## src/rtl/pixel_replicate.sv

```systemverilog
// pixel_replicate: nearest-neighbour upscaler (x1 / x2 / x4).
// Scans the output frame in raster order. For every output pixel it issues
// one read of the source pixel it maps to, then writes the returned pixel to
// the output framebuffer at the raster index. The pipeline runs at one pixel
// per cycle with a fixed read-to-write latency of MEM_LATENCY + 1 cycles.
//
// Ports:
//   clk, rst_n       clock (rising edge) and asynchronous active-low reset
//   start            one-cycle frame request, accepted only when idle
//   zoom_level       0 = x1, 1 = x2, 2..7 = x4; sampled when start is accepted
//   pixel_in         source memory data, MEM_LATENCY cycles after read_addr
//   read_addr/rd_en  source memory read port
//   pixel_out/write_addr/write_en  destination framebuffer write port
//   busy             high while a frame is being processed
//   done             one-cycle pulse after the final write
module pixel_replicate #(
  parameter int IMG_WIDTH_IN  = 160,
  parameter int IMG_HEIGHT_IN = 120,
  parameter int PIXEL_W       = 8,
  parameter int RD_ADDR_W     = 15,
  parameter int WR_ADDR_W     = 19,
  parameter int MEM_LATENCY   = 1
) (
  input  logic                 clk,
  input  logic                 rst_n,
  input  logic                 start,
  input  logic [2:0]           zoom_level,
  input  logic [PIXEL_W-1:0]   pixel_in,
  output logic [RD_ADDR_W-1:0] read_addr,
  output logic                 rd_en,
  output logic [PIXEL_W-1:0]   pixel_out,
  output logic [WR_ADDR_W-1:0] write_addr,
  output logic                 write_en,
  output logic                 busy,
  output logic                 done
);

  // Counters must hold the x4 output extents (e.g. 640 and 480).
  localparam int XW = $clog2(IMG_WIDTH_IN * 4 + 1);
  localparam int YW = $clog2(IMG_HEIGHT_IN * 4 + 1);

  localparam logic [1:0] S_IDLE  = 2'd0;
  localparam logic [1:0] S_RUN   = 2'd1;
  localparam logic [1:0] S_DRAIN = 2'd2;
  localparam logic [1:0] S_DONE  = 2'd3;

  // Out-of-range zoom codes saturate to the largest factor.
  function automatic logic [1:0] clamp_zoom(input logic [2:0] z);
    case (z)
      3'd0:    return 2'd0;
      3'd1:    return 2'd1;
      default: return 2'd2;
    endcase
  endfunction

  logic [1:0]           state;
  logic [1:0]           shift;
  logic [1:0]           shift_cur;
  logic [XW-1:0]        x;
  logic [XW-1:0]        w_out;
  logic [YW-1:0]        y;
  logic [YW-1:0]        h_out;
  logic [WR_ADDR_W-1:0] k;
  logic                 issue;
  logic                 last_px;
  logic [RD_ADDR_W-1:0] src_addr;

  logic [WR_ADDR_W-1:0] wa_p0;
  logic                 vld_p0;
  logic [WR_ADDR_W-1:0] wa_p1 [MEM_LATENCY];
  logic [MEM_LATENCY-1:0] vld_p1;

  // The read for pixel 0 is issued on the same edge that accepts start, so
  // while idle the scale factor comes straight from the (clamped) input.
  always_comb begin
    shift_cur = (state == S_IDLE) ? clamp_zoom(zoom_level) : shift;
    w_out     = XW'(IMG_WIDTH_IN) << shift_cur;
    h_out     = YW'(IMG_HEIGHT_IN) << shift_cur;
    issue     = (state == S_RUN) || ((state == S_IDLE) && start);
    last_px   = (x == w_out - XW'(1)) && (y == h_out - YW'(1));
    src_addr  = RD_ADDR_W'(y >> shift_cur) * RD_ADDR_W'(IMG_WIDTH_IN)
              + RD_ADDR_W'(x >> shift_cur);
  end

  // FSM and output-coordinate counters; x/y/k point at the next pixel to read.
  always_ff @(posedge clk or negedge rst_n) begin
    if (!rst_n) begin
      state <= S_IDLE;
      shift <= 2'd0;
      x     <= '0;
      y     <= '0;
      k     <= '0;
    end else begin
      case (state)
        S_IDLE: begin
          if (start) begin
            shift <= shift_cur;
            state <= S_RUN;
          end
        end
        S_RUN: begin
          if (last_px) state <= S_DRAIN;
        end
        S_DRAIN: begin
          // Final write is on the port and nothing follows it in the pipe.
          if (write_en && !vld_p1[MEM_LATENCY-1]) state <= S_DONE;
        end
        default: state <= S_IDLE;
      endcase

      if (issue) begin
        if (last_px) begin
          x <= '0;
          y <= '0;
          k <= '0;
        end else begin
          k <= k + WR_ADDR_W'(1);
          if (x == w_out - XW'(1)) begin
            x <= '0;
            y <= y + YW'(1);
          end else begin
            x <= x + XW'(1);
          end
        end
      end
    end
  end

  // Stage p0: read issue. Stage p1[i]: waiting on memory latency. Then write.
  always_ff @(posedge clk or negedge rst_n) begin
    if (!rst_n) begin
      vld_p0     <= 1'b0;
      vld_p1     <= '0;
      write_en   <= 1'b0;
      read_addr  <= '0;
      write_addr <= '0;
      pixel_out  <= '0;
    end else begin
      vld_p0    <= issue;
      vld_p1[0] <= vld_p0;
      for (int i = 1; i < MEM_LATENCY; i++) vld_p1[i] <= vld_p1[i-1];
      write_en  <= vld_p1[MEM_LATENCY-1];
      if (issue) read_addr <= src_addr;
      if (vld_p1[MEM_LATENCY-1]) begin
        write_addr <= wa_p1[MEM_LATENCY-1];
        pixel_out  <= pixel_in;
      end
    end
  end

  // Destination address travels with the read; qualified by the vld chain.
  always_ff @(posedge clk) begin
    if (issue) wa_p0 <= k;
    wa_p1[0] <= wa_p0;
    for (int i = 1; i < MEM_LATENCY; i++) wa_p1[i] <= wa_p1[i-1];
  end

  assign rd_en = vld_p0;
  assign busy  = (state == S_RUN) || (state == S_DRAIN);
  assign done  = (state == S_DONE);

endmodule

```

## config.mk

```make
export PLATFORM = sky130hd
export DESIGN_NAME = pixel_replicate
export DESIGN_NICKNAME = d
export VERILOG_FILES = /design/src/rtl/pixel_replicate.sv
export SDC_FILE = /design/constraint.sdc
export NUM_CORES = 1
export LEC_CHECK = 0
export BUFFER_PORTS_ARGS = -buffer_cell sky130_fd_sc_hd__buf_4
export CAP_MARGIN = 20
export CORE_MARGIN = 2
export CORE_UTILIZATION = 30
export DETAILED_ROUTE_END_ITERATION = 6
export GPL_TIMING_DRIVEN = 0
export PLACE_DENSITY_LB_ADDON = 0.3
export SLEW_MARGIN = 10
export SYNTH_ARGS = -nofsm -noshare
export SYNTH_HDL_FRONTEND = slang
export SYNTH_SLANG_ARGS = --single-unit
export TNS_END_PERCENT = 50
```

## constraint.sdc

```tcl
create_clock -name clk -period 11.57 [get_ports clk]
set_input_delay 2.314 -clock clk [delete_from_list [all_inputs] [get_ports clk]]
set_output_delay 2.314 -clock clk [all_outputs]
set_load 0.05 [all_outputs]
```

Yosys cells after proc, flatten, opt, wreduce, memory -nomap -nowiden. Memories as Yosys holds them, arrays and structs flattened. A register that Yosys moved wholly into a read port is not among the register bits. Cells that the tools add are included.

Flip-flop bits (word level): 87. Memory bits (writable): 19. Input bits: 14. Output and inout port bits: 46. Word-level logic and storage cells: 56. Memories: 1.

Memory list: wa_p1 (depth 1, width 19, rd ports 1, clocked after Yosys merged registers in 1, write ports 1, RTL line 70) `logic [WR_ADDR_W-1:0] wa_p1 [MEM_LATENCY];`.

Add/subtract/negate cells: 6. $mul: 1. Eq/ne operators: 9. Shift-type cells: 4. Muxes and demuxes: 11. Reductions and logical operators: 13.

Operator list (number): 10-bit two-way mux (2); 19-bit by 1-bit adder with 19-bit output, second input constant (1); 19-bit two-way mux (1); 9-bit two-way mux (2); 15-bit adder (1); 15-bit by 3-bit multiplier with 10-bit output, second input constant (1); 10-bit by 2-bit >> shifter with 15-bit output (1); 9-bit by 2-bit >> shifter with 15-bit output (1); 10-bit by 1-bit adder with 10-bit output, second input constant (1); 10-bit equality test (1); 8-bit by 2-bit left shift with 10-bit output, first input constant (1); 10-bit by 1-bit subtractor with 10-bit output, second input constant (1); 9-bit by 1-bit adder with 9-bit output, second input constant (1); 9-bit equality test (1); 7-bit by 2-bit left shift with 9-bit output, first input constant (1); 9-bit by 1-bit subtractor with 9-bit output, second input constant (1); 2-bit two-way mux (4); 2-bit != test, second input constant (3); 2-bit one-hot mux with 3 select lines (1); 2-bit equality test, second input constant (2); 2-bit one-hot mux with 2 select lines (1); 2-bit AND reduction (2); 3-bit by 1-bit equality test with 1-bit output, second input constant (1); 1-bit logical AND (3); 7 further kinds (9).

Depth between registers and ports, before layout. Gate-level depths: netlist (run 1).

Depth in word-level cells: 9. Mapped depth: 21.

Least setup slack after synthesis (run 1). OpenSTA, ideal clock, no wires.

Path kind: in2reg. Start: input zoom_level[2]. End: register read_addr[11]. Data arrival time: 5.469 ns. Setup slack: 6.018 ns. Stages: 16. Path buffers: 2. Cells stage by stage: o21ai_1 > and2_1 > buf_6 > clkbuf_1 > nor2_1 > or2_2 > ha_1 > ha_1 > inv_1 > fa_1 > inv_1 > ha_1 > a21boi_0 > o21ai_0 > xor2_1 > o21ai_0.

Cells in the longest elaborated chain, start to end: 6.

RTL lines: start, declared (RTL line 27) `input logic [2:0] zoom_level,`; 3-bit by 1-bit equality test with 1-bit output / 3-bit zero test (equally long branches) (RTL line 49) `case (z)`; 2-bit one-hot mux with 2 select lines (*) (RTL line 49); 2-bit two-way mux (*) (RTL line 76) `shift_cur = (state == S_IDLE) ? clamp_zoom(zoom_level) : shift;`; 9-bit by 2-bit >> shifter with 15-bit output (RTL line 81) `src_addr = RD_ADDR_W'(y >> shift_cur) * RD_ADDR_W'(IMG_WIDTH_IN)`; 15-bit by 3-bit multiplier with 10-bit output (RTL line 81); 15-bit adder (*) (RTL line 82) `+ RD_ADDR_W'(x >> shift_cur);`; end signal, assigned (RTL line 143) `if (issue) read_addr <= src_addr;`; end, declared (RTL line 29) `output logic [RD_ADDR_W-1:0] read_addr,`.

Every way passes the cells marked *; elsewhere a longest branch is shown, timed or not. A chain may end at the register's enable or synchronous reset.

Worst setup path after layout (run 1). Ends and elaborated chain as after synthesis.

==> results, run 1 <==
- The design internal power is 790.6 µW.
- The power dissipated by switching net loads is 216.7 µW.
- In this run the count of I/O pins placed on the die edge is 60.
- The post-cts sizing count is 0.
- The ratio of routed vias to standard cells is 4.620.
- The first element of the critical path is zoom_level[2].
- The multiplexer share of the synthesized area is a little over 7%.
- Measured against its own limit, the worst slew margin works out to 51.66%.
- After detailed routing, the number of remaining DRC violations is 0.
- The clock-pin slew of the registers on the worst-case setup and hold paths is approximately 0.060 ns.
- Setup violations remaining at the end of the flow were counted as 0.
- The share of total power in combinational logic is 1.1%.
- Setup repair after global routing left no endpoint under its margin.
- The share of total power consumed by net switching is ~22%.
- The overall global routing resource usage is 12.66%.
- The most used flip-flop cell after synthesis is dfrtp_1.
- Summed over all cells, the static leakage comes to ~0.0036 µW.
- The standard-cell row count is 52.
- After detailed routing, the average wire length per cell comes to 13.56 µm.
- The slowest cell on the critical path is fa_1.
- After synthesis, the largest family of logic cells by area is simple AND/OR/NAND/NOR gates.
- The placeable core region is roughly 20,000 µm².
- The endpoint required time on the critical path is 11.91 ns.
- The number of antenna diodes in the final layout is 0.
- The first-pass GRT wire length is about 22,000 µm.
- The number of cells on the worst reg-to-reg path is 20.
- The final worst-path cycle share is 50.40%.
- The synthesized design spends more area on one cell type than any other, namely dfrtp_1.
- For this block, the initial DRC count from the detailed router was slightly above 300.
- The total power density per cell area is between 100 and 150 nW/µm².
- The number of global-route vias before repair is 4,354.
- The number of enable-type register cells in the synthesized netlist is 19.
- From synthesis to final layout, the design area changed by 23.24%.
- The worst-case IR drop observed on VDD is ~120 µV.
- In the synthesized netlist the async set-or-reset flop fraction comes to 69.60%.
- The share of synthesized area in the top cell type comes to 35.60%.
- The worst path needs 5.831 ns of the cycle, external delays included.
- The total clock buffers created by CTS is 17.
- In this run, flip-flops and latches consume 44.1% of the power.
- For this configuration, the core starts out at a cell density of 30.42%.
- In this run the number of H-tree levels came out at 4.
- The final setup skew is ~0.011 ns.
- After synthesis the netlist holds a flip-flop and latch count of roughly 130.
- The sum of overflow across all layers after global routing is 0.
- Data arrives at the worst endpoint at 6.17 ns.
- The post-synthesis net count is 623.
- The first detailed-routing pass took 4 iterations.
- Total power for the finished layout comes to a little over 1000 µW.
- Yosys attributes the largest share of cell area to dfrtp_1 36%, edfxtp_1 9.3%, dfxtp_1 6.2%, mux2_2 5.2%, ha_1 4.9%.
- The number of vias in the routed layout is 4,366.
- The top fanout value on the critical path is 10.
- The initial antenna violation count was 0.
- The proportion of power drawn by the clock network is 54.8%.
- The clock reaches the later pin of the worst-skew pair after ~0.42 ns.
- In this run, post-CTS hold repair placed 0 buffers.
- The worst setup path is captured at a flip-flop.
- The synthesized netlist contains 61 unique library cells.
- The final number of max-transition violations was 0.
- For this run, the post-layout net count is roughly 700.
- The final antenna-violating net count is 0.
- The worst setup path is launched from an input port.
- The max-capacitance violation count is 0.
- The full die area is between 20,000 and 25,000 µm².
- The maximum single-stage delay on the critical path is 0.47 ns.
- For this design, the sink count on the clock tree is 125.
- The number of buffers added on ports is 59.
- The slew at the pin with the worst max-slew slack is 0.7251 ns.
- The worst hold path belongs to the class flip-flop to flip-flop.
- The signal on the critical path passes through buf_4 > o21ai_1 > and2_1 > buf_6 > clkbuf_1 > nor2_1 > or2_2 > ha_1 > ha_1 > inv_1 > fa_1 > inv_1 > ha_1 > a21boi_0 > o21ai_0 > xor2_1 > o21ai_0.
- TritonCTS built the clock tree.
- The mapped netlist covers 6116 µm².
- The library cell used as clock root buffer is clkbuf_16.
- The width of the die is 146.8 µm.
- The count of endpoints failing hold in the final timing report is 0.
- The clock tree buffer depth is 2.
- The fraction of the mapped netlist area in adder cells is 5.565%.
- The post-detailed-routing wire length is roughly 13,000 µm.
- The fraction of synthesized cell area in xor and xnor cells is 6.015%.
- The synthesized-area fraction occupied by and/or/nand/nor cells is 16.31%.
- The synthesized netlist devotes 10.09% of its cell area to compound gates.
- Synthesis produced ~580 cells.
- Sorting the synthesized cells by how often they occur yields 87 x dfrtp_1, 70 x nand2_1, 57 x nor2_1.
- The critical path ends at read_addr[11]$_DFFE_PN0P_.
- Sequential cells were found to cover about half of the synthesized design area.
- The most common cell type on the critical path is ha_1.
- The leading cell type by number of instances after synthesis is dfrtp_1.
- For this run, the top clock speed supported by timing is 171.5 MHz.
- The height of the die is 146.8 µm.
- The synthesized area per cell is between 10 and 15 µm².
- The sum of negative setup slack is 0 ns.
- The launch point of the worst reg-to-reg path is state[0]$_DFFE_PN0P_.
- The post-route netlist has 21.04% of its cells at a drive strength greater than 1.
- Entering global routing, the biggest net connects 46 pins.
- The count of synthesis-stage warnings from yosys is 0.
- In this run the post-CTS setup repair buffer count came out at 0.
- Detailed placement finished with a half-perimeter wire length of 9020 µm.
- The classification of the worst setup path is input port to flip-flop.
- The run finished with clean final reports.
- Routability-driven placement finished with a final weighted congestion of 0.7962.
- The worst reg-to-reg setup slack is approximately 7 ns.
- The worst flop-to-flop path endpoint is read_addr[11]$_DFFE_PN0P_.
-- critical path: cells and delay by family --
| kind | cells | cell delay (ns) |
|---|---|---|
| adder cells (fa/ha/maj) | 4 | 1.24 |
| AO/OA/AOI/OAI | 4 | 1.04 |
| AND/OR/NAND/NOR | 3 | 0.65 |
| buffers and inverters | 5 | 0.73 |
| XOR/XNOR | 1 | 0.19 |
-- placed cells by master (no fill, tap or decap), types with 17 or more instances in the layout --
cell	n
o21ai_0	27
edfxtp_1	19
xor2_1	28
clkbuf_16	17
nand2_1	70
mux2_2	28
ha_1	24
nor2_1	57
inv_1	20
dfrtp_1	87
dfxtp_1	19
a21oi_1	24
buf_4	61
nand3_1	22
-- registers in the layout, indices dropped and copies added (netlist names) --
register,cells
k,19
wa_p0,19
wa_p1,19
write_addr,19
read_addr,15
x,10
y,9
pixel_out,8
shift,2
state,2
rd_en,1
vld_p1,1
write_en,1
-- stage by stage --
| stage | cells | cell area [µm²] | hold slack (ns) | setup WS, ns | utilization [%] |
|---|---|---|---|---|---|
| 2_1_floorplan | 583 | 6116 | 0.3233 | 6.018 | - |
| 3_3_place_gp | 912 | 6897 | 0.3248 | 5.268 | 34.30 |
| 3_5_place_dp | 913 | 6925 | 0.3269 | 5.276 | 34.45 |
| 4_1_cts | 945 | 7537 | 0.3340 | 5.708 | 37.49 |
| 5_1_grt | 945 | 7537 | 0.3369 | 5.419 | 37.49 |
| 6_report | 945 | 7537 | 0.3349 | 5.739 | 37.49 |
-- per-layer routing --
metal  part of all wire [%]  GRT usage (%)  vias to the layer above  wire length [µm]
met5                      0              0                        -                 0
met4                    1.5          3.981                        0               189
met3                    4.0          3.571                       19               511
met2                     47          20.05                       81              6027
met1                     47          16.86                     2075              6086
li1                       -              -                     2191                 -
-- how the worst min path moves through the flow --
stage                              startpoint                    to  slack [ns]  cells after the start
after floorplan            wa_p0[0]$_DFFE_PP_   wa_p1[0][0]$_DFF_P_        0.32                      0
after global placement    wa_p0[17]$_DFFE_PP_  wa_p1[0][17]$_DFF_P_        0.32                      0
after detailed placement   wa_p0[7]$_DFFE_PP_   wa_p1[0][7]$_DFF_P_        0.33                      0
after CTS                  wa_p0[1]$_DFFE_PP_   wa_p1[0][1]$_DFF_P_        0.33                      0
after global routing       wa_p0[1]$_DFFE_PP_   wa_p1[0][1]$_DFF_P_        0.34                      0
final                      wa_p0[1]$_DFFE_PP_   wa_p1[0][1]$_DFF_P_        0.33                      0
-- cell families after synthesis --
group	after synthesis
muxes	40
AOI/OAI and AO/OA	95
xor gates and xnor gates	42
adders and majority gates	26
buffers and inverters	50
DFF	125
and+or+nand+nor	205
-- power by group through the flow --
stage | clock network (µW) | logic (µW) | registers [µW]
after CTS | 565 | 12.1 | 444
after global placement | 0 | 10.7 | 453
final | 552 | 11.3 | 444
after detailed placement | 0 | 12.1 | 453
after global routing | 587 | 13.2 | 444
after floorplan | 0 | 0.375 | 453
-- final cells by class --
| cell class | instances | area, µm² |
|---|---|---|
| buffer | 29 | 152.6 |
| clock buffer | 17 | 425.4 |
| clock inverter | 15 | 186.4 |
| fill | 2017 | 12570 |
| inverter | 21 | 78.83 |
| multi-input combinational | 408 | 2758 |
| sequential | 125 | 3128 |
| tap | 270 | 337.8 |
| timing repair buffer | 60 | 470.5 |
(Power assumes the default switching activity.)
==> run 2: changes to the inputs <==
==> constraint.sdc (replaced) <==
create_clock -name clk -period 4.8 [get_ports clk]
set_input_delay 0.96 -clock clk [delete_from_list [all_inputs] [get_ports clk]]
set_output_delay 0.96 -clock clk [all_outputs]
set_load 0.05 [all_outputs]
==> results, run 2 (synthesized netlist as in run 1, its figures left out) <==
- The synthesis-to-finish area growth is 23.30%.
- The number of fill cells in the layout is 2,017.
- During placement, the flow inserted port buffers numbering 59.
- After clock tree synthesis, the clock-pin slew on the worst setup and hold paths is 0.06 ns.
- The half-perimeter wire length of the detailed placement result is about 9000 µm.
- The count of nets left with antenna violations once routing finished came out at 0.
- The run finished with clean final reports.
- The number of global-route vias before repair is 4,354.
- In this run the number of H-tree levels came out at 4.
- Summed over all layers, the global routing overflow is 0.
- For the pin with the worst max-slew slack, the measured transition is just over 0.7 ns.
- TritonCTS built the clock tree.
- The number of antenna cells inserted is 0.
- The worst-skew pair later-pin latency is roughly 0.42 ns.
- The path type of the worst min-delay path is flip-flop to flip-flop.
- Combinational logic is responsible for under 10% of the overall power.
- The clock network burns a little over half of the power.
- The classification of the worst setup path is flip-flop to flip-flop.
- The die covers approximately 22,000 µm².
- The worst slack at placement is -0.1399 ns.
- The share of post-route cells with drive strength above 1 is 21.48%.
- The count of endpoints failing hold in the final timing report is 0.
- The library cell used as clock root buffer is clkbuf_16.
- At the worst endpoint, the arrival time is between 4 and 5 ns.
- With fillers left out, the area of the finished cells amounts to ~7500 µm².
- The largest net degree at the start of global routing is 46.
- For this configuration, the core starts out at a cell density of 30.42%.
- In this run the deepest clock path goes through 2 buffers.
- The most common library cell in the layout ignoring fill and taps is dfrtp_1.
- The top fanout value on the critical path is 10.
- The area of placed instances is roughly 6900 µm².
- The maximum VDD drop is 283.8 µV.
- After the first detailed-routing iteration, the DRC count stood at just under 300.
- The routed design could run at a clock period as short as 4.361 ns.
- The power dissipated by switching net loads is roughly 520 µW.
- In this run switching power makes up 21.51% of total power.
- Across the run, the number of max-cap violations was 0.
- The finished layout holds ~950 standard cells, fillers aside.
- The height of the die is approximately 150 µm.
- The achievable frequency is approximately 230 MHz.
- The final number of max-transition violations came to 0.
- For this design the static power due to leakage is around 0.0036 µW.
- Cells fill 37.51% of the core in the end.
- The width of the die is 146.8 µm.
- For this run, the total global-route usage over all layers was measured as 12.66%.
- For the worst setup path, the data required time is 5.08 ns.
- The setup-violating endpoint count in the final report is 0.
- After detailed routing, the number of vias per cell comes to 4.607.
- The first global-routing pass estimated ~22,000 µm of wire.
- The minimum setup slack in the final design is 0.4393 ns.
- The final setup skew is roughly 0.0092 ns.
- The relative max-transition margin is 51.77%.
- The post-detailed-routing wire length is 12,790 µm.
- At the end of routability-driven placement, the weighted congestion stood at about 0.80.
- Counting tap cells, the placed design contains a total of between 900 and 1,000 instances.
- The number of nets in the layout is 702.
- After detailed routing, the number of remaining DRC violations is 0.
- The initialized floorplan defines 52 standard-cell rows.
- The placeable core region is a little over 20,000 µm².
- In this run the power density over the cells is 321.9 nW/µm².
- The number of vias in the routed layout is 4,354.
- STA classifies the critical path startpoint as a flip-flop.
- The number of detailed-routing iterations run before antenna repair is 4.
- The final worst-path cycle share is 90.85%.
- STA classifies the critical path endpoint as a flip-flop.
- The I/O pin count is 60.
- The sum of negative setup slack is 0 ns.
- Setup repair after global routing left no endpoint under its margin.
- The library cells used most frequently in the layout, excluding fill and tap cells, are 87 x dfrtp_1, 70 x nand2_1, 61 x buf_4.
- After detailed routing, the average wire length per cell comes to between 10 and 15 µm.
- The hold-fix buffer count after cts is 0.
- The initial antenna violation count is 0.
- The total clock buffers created by CTS is 17.
- Per report_power, the sequential group accounts for ~44% of the total.
- The design internal power is 1906 µW.
- The number of clock sinks is roughly 130.
[run 2: critical path: stages (launching register included)]
cell and delay, ns:
dfrtp_1 0.41, inv_1 0.11, ha_1 0.17, buf_6 0.13, nand4bb_1 0.20, nand2_2 0.30, inv_2 0.14, buf_2 0.21
nand2_1 0.08, a21oi_1 0.05, or2_2 0.32, ha_1 0.29, ha_1 0.16, inv_1 0.05, fa_1 0.39, nand2b_1 0.18
a211oi_1 0.22, o21ai_0 0.14, a211oi_1 0.38, o211a_1 0.22, o31ai_1 0.06
[run 2: power groups by stage]
stage          clock [µW]  sequential [µW]  combinational [µW]
2_1_floorplan           0             1090               0.902
3_3_place_gp            0             1090                25.7
3_5_place_dp            0             1090                29.2
4_1_cts              1360             1070                29.1
5_1_grt              1410             1070                31.7
6_report             1330             1070                27.2
[run 2: final timing paths]
check	start	to	slack, ns	cells after the start
max	state[0]$_DFFE_PN0P_	read_addr[14]$_DFFE_PN0P_	0.44	20
min	wa_p0[1]$_DFFE_PP_	wa_p1[0][1]$_DFF_P_	0.34	0
max reg2reg	state[0]$_DFFE_PN0P_	read_addr[14]$_DFFE_PN0P_	0.44	20
min reg2reg	wa_p0[1]$_DFFE_PP_	wa_p1[0][1]$_DFF_P_	0.34	0
max in group asynchronous	rst_n	x[7]$_DFFE_PN0P_	3.59	2
min in group asynchronous	rst_n	pixel_out[7]$_DFFE_PN0P_	0.55	1
[run 2: layout make-up]
class | instances | area (µm²) | area share, %
well taps | 270 | 337.8 | 4.480
multi-input cells | 408 | 2758 | 36.57
clock buffers | 17 | 425.4 | 5.641
flip-flops and latches | 125 | 3128 | 41.48
clock inverters | 15 | 186.4 | 2.472
inverters | 21 | 78.83 | 1.045
plain buffers | 29 | 156.4 | 2.074
repair buffers | 60 | 470.5 | 6.239
[run 2: metal layers]
metal	track usage, %	share of wire, %	wire, µm
met3	3.571	3.8	492
met4	3.981	1.8	227
met5	0	0	0
met1	16.86	47	6069
met2	20.05	47	5997
[run 2: through the flow]
stage / hold slack (ns) / total power [µW]
after floorplan: 0.3233 / 1092
after global placement: 0.3248 / 1117
after detailed placement: 0.3269 / 1120
after CTS: 0.3340 / 2463
after global routing: 0.3369 / 2516
final: 0.3356 / 2428
[run 2: what timing repair did]
| action | 4_1_cts | 5_1_grt |
|---|---|---|
| setup endpoints to repair | 0 | 3 |
| buffers inserted | 0 | 0 |
| gates resized for setup | 0 | 7 |
